===== src/rtl/alu_pkg.sv =====
// Shared definitions for the multiword ALU sequencer: ALU control codes,
// sequencer FSM states and the slice-index width helper.
package alu_pkg;

    localparam logic [3:0] ALU_ADD = 4'h0;
    localparam logic [3:0] ALU_SUB = 4'h1;
    localparam logic [3:0] ALU_AND = 4'h2;
    localparam logic [3:0] ALU_OR  = 4'h3;
    localparam logic [3:0] ALU_XOR = 4'h4;
    localparam logic [3:0] ALU_SHL = 4'h8;
    localparam logic [3:0] ALU_SHR = 4'h9;

    typedef enum logic [1:0] {
        IDLE = 2'd0,
        RUN  = 2'd1,
        DONE = 2'd2
    } state_t;

    function automatic int clog2(input int v);
        int r;
        r = 0;
        for (int i = 0; i < 31; i++) begin
            if ((1 << i) < v) r = i + 1;
        end
        return r;
    endfunction

endpackage


===== src/rtl/alu_multiword_seq.sv =====
// Sequences a WIDTH-bit operation through an external N-bit combinational ALU,
// one slice per clock, chaining each slice's carry into the next FlagIn.
module alu_multiword_seq
    import alu_pkg::*;
#(
    parameter int N      = 4,
    parameter int SLICES = 4,
    localparam int WIDTH = N * SLICES
) (
    input  logic             clk,
    input  logic             rst_n,
    input  logic             req_valid,
    output logic             req_ready,
    input  logic [WIDTH-1:0] req_a,
    input  logic [WIDTH-1:0] req_b,
    input  logic [3:0]       req_control,
    input  logic             req_flag_in,
    output logic             rsp_valid,
    input  logic             rsp_ready,
    output logic [WIDTH-1:0] rsp_result,
    output logic             rsp_c,
    output logic             rsp_z,
    output logic [N-1:0]     alu_a,
    output logic [N-1:0]     alu_b,
    output logic [3:0]       alu_control,
    output logic             alu_flag_in,
    input  logic [N-1:0]     alu_result,
    input  logic             alu_c,
    input  logic             alu_z
);

    localparam int             KW     = clog2(SLICES);
    localparam logic [KW-1:0]  K_LAST = KW'(SLICES - 1);

    state_t           state_q, state_d;
    logic [KW-1:0]    k_q;
    logic [KW-1:0]    s;
    logic [WIDTH-1:0] a_q, b_q, res_q, res_d;
    logic [3:0]       ctrl_q;
    logic             fin_q, carry_q, c_q, z_q;
    logic             accept, last, shift_op;

    // The global zero is derived from the assembled result, so the ALU's own Z is not needed.
    logic unused_alu_z;
    assign unused_alu_z = alu_z;

    assign req_ready = (state_q == IDLE) && rst_n;
    assign accept    = req_valid && req_ready;
    assign last      = (state_q == RUN) && (k_q == K_LAST);
    assign shift_op  = (ctrl_q == ALU_SHL) || (ctrl_q == ALU_SHR);
    // Right shifts walk MSW first so the carry carries bits downward.
    assign s         = (ctrl_q == ALU_SHR) ? (K_LAST - k_q) : k_q;

    always_ff @(posedge clk or negedge rst_n) begin
        if (!rst_n) state_q <= IDLE;
        else        state_q <= state_d;
    end

    always_comb begin
        state_d = state_q;
        case (state_q)
            IDLE:    if (accept) state_d = RUN;
            RUN:     if (k_q == K_LAST) state_d = DONE;
            DONE:    if (rsp_ready) state_d = IDLE;
            default: state_d = IDLE;
        endcase
    end

    always_comb begin
        rsp_valid   = (state_q == DONE);
        alu_a       = '0;
        alu_b       = '0;
        alu_control = '0;
        alu_flag_in = 1'b0;
        if (state_q == RUN) begin
            for (int i = 0; i < SLICES; i++) begin
                if (s == KW'(i)) begin
                    alu_a = a_q[i*N +: N];
                    alu_b = shift_op ? b_q[N-1:0] : b_q[i*N +: N];
                end
            end
            alu_control = ctrl_q;
            alu_flag_in = (k_q == '0) ? fin_q : carry_q;
        end
    end

    always_comb begin
        res_d = res_q;
        for (int i = 0; i < SLICES; i++) begin
            if (s == KW'(i)) res_d[i*N +: N] = alu_result;
        end
    end

    always_ff @(posedge clk or negedge rst_n) begin
        if (!rst_n) begin
            a_q     <= '0;
            b_q     <= '0;
            ctrl_q  <= '0;
            fin_q   <= 1'b0;
            carry_q <= 1'b0;
            k_q     <= '0;
            res_q   <= '0;
            c_q     <= 1'b0;
            z_q     <= 1'b0;
        end else if (accept) begin
            a_q     <= req_a;
            b_q     <= req_b;
            ctrl_q  <= req_control;
            fin_q   <= req_flag_in;
            carry_q <= 1'b0;
            k_q     <= '0;
            res_q   <= '0;
        end else if (state_q == RUN) begin
            res_q   <= res_d;
            carry_q <= alu_c;
            k_q     <= last ? '0 : k_q + 1'b1;
            if (last) begin
                c_q <= alu_c;
                z_q <= ~|res_d;
            end
        end
    end

    assign rsp_result = res_q;
    assign rsp_c      = c_q;
    assign rsp_z      = z_q;

endmodule


===== config.mk =====
export PLATFORM = sky130hd
export DESIGN_NAME = alu_multiword_seq
export DESIGN_NICKNAME = d
export VERILOG_FILES = /design/src/rtl/alu_pkg.sv /design/src/rtl/alu_multiword_seq.sv
export SDC_FILE = /design/constraint.sdc
export NUM_CORES = 1
export LEC_CHECK = 0
export CAP_MARGIN = 40
export CORE_MARGIN = 4
export CORE_UTILIZATION = 40
export CTS_BUF_LIST = sky130_fd_sc_hd__clkbuf_4
export CTS_CLUSTER_SIZE = 10
export DETAILED_ROUTE_END_ITERATION = 16
export HOLD_SLACK_MARGIN = 0.08
export PLACE_DENSITY = 0.68
export SYNTH_ARGS = -nofsm -noshare
export SYNTH_HDL_FRONTEND = slang
export SYNTH_SLANG_ARGS = --single-unit
export TNS_END_PERCENT = 20

===== constraint.sdc =====
create_clock -name clk -period 5.54 [get_ports clk]
set_clock_uncertainty 0.05 [all_clocks]
set_input_delay 0.554 -clock clk [delete_from_list [all_inputs] [get_ports clk]]
set_output_delay 0.554 -clock clk [all_outputs]
set_load 0.01 [all_outputs]

## After elaboration in Yosys (flattened, before gate mapping)

Cells that the tools add are included.

| word-level totals | value |
|---|---|
| register bits after elaboration | 60 |
| input port bits | 47 |

| cells by class | value |
|---|---|
| add/subtract/negate cells | 2 |
| eq/ne operators | 11 |
| multiplexer cells | 32 |
| bitwise gates (word level) | 1 |
| reductions and logical operators | 12 |

Operators by type and width:

| kind | number |
|---|---|
| 2-to-1 mux 4 bit | 18 |
| 2-to-1 mux 16 bit | 2 |
| OR reduction 16 bit | 1 |
| 2-to-1 mux 2 bit | 7 |
| equality test 2 bit, second input constant | 4 |
| equality test 4 bit, second input constant | 2 |
| logical NOT 2 bit | 3 |
| case mux 2 bit (3 select lines) | 1 |
| AND reduction 3 bit | 2 |
| equality test 2 x 1 -> 1 bit, second input constant | 2 |
| 2-to-1 mux 1 bit | 4 |
| inequality test 2 bit, second input constant | 2 |
| logical AND 1 bit | 3 |
| adder 2 x 1 -> 2 bit, second input constant | 1 |
| inequality test 2 x 1 -> 1 bit, second input constant | 1 |
| nonzero test 2 bit | 1 |
| subtractor 2 bit, first input constant | 1 |
| logical NOT 1 bit | 1 |
| logical OR 1 bit | 1 |
| NOT 1 bit | 1 |

## Depth between registers and ports, before layout

| depth | value |
|---|---|
| depth in word-level cells | 8 |
| gate-level depth with buffers | 7 |

## Least setup slack after synthesis

OpenSTA, ideal clock, no wires.

| timing path | value |
|---|---|
| path kind | reg2out |
| from | register ctrl_q[1] |
| to | output alu_a[1] |
| data arrival time | 1.718 ns |
| required time | 4.936 ns |
| path slack | 3.218 ns |
| cell stages (with the launch flop) | 8 |
| path through | dfrtp_1 -> and4bb_1 -> buf_6 -> buf_2 -> nand2_1 -> nand2_1 -> mux4_2 -> and2_1 |

| between the ends | value |
|---|---|
| longest elaborated chain between the ends | 8 |
| elaborated cells between the ends (all ways) | 11 |

Ends and longest elaborated chain:

| item | line | text |
|---|---|---|
| start: declaration | alu_multiword_seq.sv:39 | `logic [3:0] ctrl_q;` |
| start signal: assignment | alu_multiword_seq.sv:108 | `ctrl_q <= req_control;` |
| equality test 4 bit * | alu_multiword_seq.sv:52 | `assign s = (ctrl_q == ALU_SHR) ? (K_LAST - k_q) : k_q;` |
| 2-to-1 mux 2 bit * | alu_multiword_seq.sv:52 |  |
| logical NOT 2 bit | alu_multiword_seq.sv:77 | `if (s == KW'(i)) begin` |
| 2-to-1 mux 4 bit (3 in a row) | alu_multiword_seq.sv:77 |  |
| 2-to-1 mux 4 bit * | alu_multiword_seq.sv:77 |  |
| 2-to-1 mux 4 bit * | alu_multiword_seq.sv:75 | `if (state_q == RUN) begin` |
| end: declaration | alu_multiword_seq.sv:23 | `output logic [N-1:0] alu_a,` |

Every way passes the cells marked *; elsewhere a longest branch is shown, timed or not.

## Worst setup path after layout

| timing path | value |
|---|---|
| from | register k_q[0] |
| to | output alu_a[2] |

| between the ends | value |
|---|---|
| longest elaborated chain between the ends | 8 |
| elaborated cells between the ends (all ways) | 11 |

Ends and longest elaborated chain:

| item | line | text |
|---|---|---|
| start: declaration | alu_multiword_seq.sv:36 | `logic [KW-1:0] k_q;` |
| start signal: assignment | alu_multiword_seq.sv:116 | `k_q <= last ? '0 : k_q + 1'b1;` |
| subtractor 2 bit | alu_multiword_seq.sv:52 |  |
| 2-to-1 mux 2 bit * | alu_multiword_seq.sv:52 |  |
| logical NOT 2 bit | alu_multiword_seq.sv:77 |  |
| 2-to-1 mux 4 bit (3 in a row) | alu_multiword_seq.sv:77 |  |
| 2-to-1 mux 4 bit * | alu_multiword_seq.sv:77 |  |
| 2-to-1 mux 4 bit * | alu_multiword_seq.sv:75 |  |

Marks and branches as above.

==> out/qor.csv <==
metric,value,unit
drt first pass iters,4,
"EDFF count, synth",0,
most used routing layer,met2,
vias in the first global route,2544,
sequential cell area,0.00150,sq mm
Final Slew Violations,0,
most frequent cell after synthesis,dfrtp_1,
CTS Buffer Depth,2,
Seq pwr share,0.364,
P_leak,1.66,nW
Startpoint Class,register,
Pint,1.41,mW
global route overflow,0,
Worst VDD drop,0.226,mV
Total GRT Usage,0.176,
Worst Setup End Kind,output pin,
global-route wire length before repair,13.2,mm
xor/xnor share of the synthesized area,0.00870,
initial core utilization,0.409,
CTS Sinks,60,
# fillers,697,
asr flop ratio synth,1.00,
unrepaired setup endpoints after global routing,no,
Mapped Nets,329,
GPL Wtd Cong,0.840,
final routed DRC violation total,0,
"Setup Fix Bufs, Post-CTS",0,
"Top FF cell, synth",dfrtp_1,
post-synthesis compound-gate area fraction,0.165,
worst reg-to-reg path cell count,5,
Clock transition at path regs,0.09,ns
Post-synth top cells,"dfrtp_1 (60), mux2_2 (38), nor2_1 (16)",
CP max FO,28,
Synth Area in Adders,0.00791,
CP Launch Point,k_q[0],
top-area cell type share of the netlist area,0.475,
dpl hpwl,5.73,mm
Clock Power Share,0.109,
"Seq/Total Area, Yosys",0.475,
Port Buf Inserts,78,
Syn. warnings,0,
Mapped Area,0.00316,sq mm
clk root buf,clkbuf_4,
fmax,0.258,GHz
Worst R2R Start,ctrl_q[1],
Worst Path Required,4.94,ns
width of the die,96.9,um
die height,96.9,um
r2r endpoint,rsp_z,
Post-Route WL,7.97,mm
1st-iter DRT viols,138,
htree depth,3,
GRT met2 Usage,0.274,
worst skew pair latency,0.40,ns
CP arrival,3.27,ns
Slew headroom,0.450,
logic gate share of total power,0.527,
post-synthesis mux area share,0.186,
CTS buffer count,9,
CTS Hold Buffers Added,0,
Fin Setup TNS,0,ns
initial antenna violation count,0,
Pwr per Cell Area,562,mW/mm^2
Unique masters post-synth,48,
dpl cells,444,
CTS tree,yes,
worst hold path type,in2async,
final worst slack,1.66,ns
core box area,0.00773,sq mm
met1 Use GR,0.236,
Reg2Reg Setup Slack,3.06,ns
WL/cell,17.4,um
Routed Antenna Nets,0,
"area leader, netlist",dfrtp_1,
post-CTS resize count,0,
#FFs+latches synth,60,
pre-CTS WS,2.05,ns
drt via density,5.56,
slew of the pin with the lowest slew margin,0.826,ns
Psw,0.901,mW
Avg Inst Size Synth,11.3,sq um
pin count of the biggest net entering global routing,61,
Tmin final,3.88,ns
status,"finished, final reports clean",
fin cells,459,
area occupied by multi-input gates,0.00155,sq mm
via count,2554,
largest family of logic cells by synthesized area,multiplexers,
final setup vio count,0,
fraction of layout cells with a size suffix above 1,0.185,
Row Count,32,
sw frac,0.390,
# diodes,0,
Crit Path Category,reg2out,
crit path capture,alu_a[2],
"Period Utilization, post-route",0.700,
final hold vios,0,
Cells after Synth,280,
die area,0.00939,sq mm
max-cap violation count,0,
area grow syn2layout,30.1,%
largest cells by area after synthesis,"dfrtp_1 (47%), mux2_2 (14%), a22o_1 (3.6%), mux2i_1 (2.2%), mux4_2 (2.1%)",
simple-gate portion of the synthesized area,0.122,
Final #Nets,402,
grt met3 use,0.0469,
I/O Pins,80,
-- per-layer routing --
metal | vias to the layer above | wire (um) | share of wire
met5 | - | 0 | 0
met4 | 0 | 167 | 0.021
met3 | 14 | 444 | 0.056
met2 | 73 | 3780 | 0.47
met1 | 1261 | 3570 | 0.45
li1 | 1206 | - | -
-- cells in the final DEF (no fill, tap or decap), drive strengths merged, types with 2 or more instances in the layout --
| cell | count |
|---|---|
| o31ai | 3 |
| buf | 4 |
| nor3b | 4 |
| o311ai | 2 |
| mux2 | 38 |
| o211ai | 2 |
| o221ai | 5 |
| o22ai | 4 |
| ha | 2 |
| mux4 | 3 |
| and2 | 10 |
| nand3 | 4 |
| a211oi | 4 |
| nor2b | 2 |
| a31oi | 3 |
| a22o | 13 |
| mux2i | 8 |
| a21oi | 7 |
| o21ai | 13 |
| nand2b | 3 |
| inv | 6 |
| nor3 | 8 |
| clkdlybuf4s50 | 77 |
| dfrtp | 60 |
| clkbuf | 11 |
| clkinv | 4 |
| nor2 | 16 |
| nor4 | 3 |
| nand2 | 15 |
| a32o | 5 |
| a21bo | 2 |
-- how the worst min path moves through the flow --
| stage | startpoint | to | slack (ns) | depth (start not counted) |
|---|---|---|---|---|
| 6_report | rst_n | rsp_result[7] | 0.31 | 2 |
| 3_5_place_dp | a_q[9] | a_q[9] | 0.44 | 1 |
| 5_1_grt | rst_n | rsp_result[7] | 0.35 | 2 |
| 2_1_floorplan | rst_n | a_q[0] | 0.21 | 0 |
| 4_1_cts | rst_n | a_q[7] | 0.32 | 2 |
| 3_3_place_gp | a_q[11] | a_q[11] | 0.44 | 1 |
-- power by group through the flow --
stage / logic, mW / registers [mW] / clock network [mW]
final: 1.22 / 0.842 / 0.252
after global routing: 1.33 / 0.881 / 0.279
after floorplan: 0.825 / 0.780 / 0
after CTS: 1.24 / 0.843 / 0.258
after detailed placement: 1.23 / 0.853 / 0
after global placement: 1.20 / 0.840 / 0
-- cell type report --
| cell class | count | area share |
|---|---|---|
| clock buffers | 11 | 0.0201 |
| clock inverters | 4 | 0.00426 |
| inverters | 6 | 0.00547 |
| multi-input cells | 195 | 0.377 |
| flip-flops and latches | 60 | 0.365 |
| well taps | 102 | 0.0310 |
| repair buffers | 81 | 0.197 |
-- cells by family after synthesis --
| logic type | after synthesis |
|---|---|
| XOR/XNOR | 1 |
| buffers and inverters | 25 |
| adder cells (fa/ha/maj) | 2 |
| AO/OA/AOI/OAI | 70 |
| AND/OR/NAND/NOR | 73 |
| flip-flops | 60 |
| multiplexers | 49 |
-- critical path: stages (launching register included) --
cell and delay [ns]:
dfrtp_1 0.86, inv_1 0.38, xnor2_4 0.43, mux4_2 0.54
and2_1 0.18, clkdlybuf4s50_1 0.47
-- state kept, by name, summed over array words and instances (netlist names) --
register	flops
rsp_z	1
k_q	2
ctrl_q	4
b_q	16
a_q	16
carry_q	1
state_q	2
rsp_c	1
rsp_result	16
fin_q	1
-- per-stage QoR --
stage	utilization	total power, mW	hold WS (ns)	instance area [sq um]
floorplan	-	1.60	0.208	3160
global placement	0.517	2.04	0.435	3990
detailed placement	0.519	2.08	0.445	4010
CTS	0.532	2.34	0.324	4110
global route	0.532	2.49	0.349	4110
finish	0.532	2.31	0.307	4110
(Power assumes the default switching activity.)
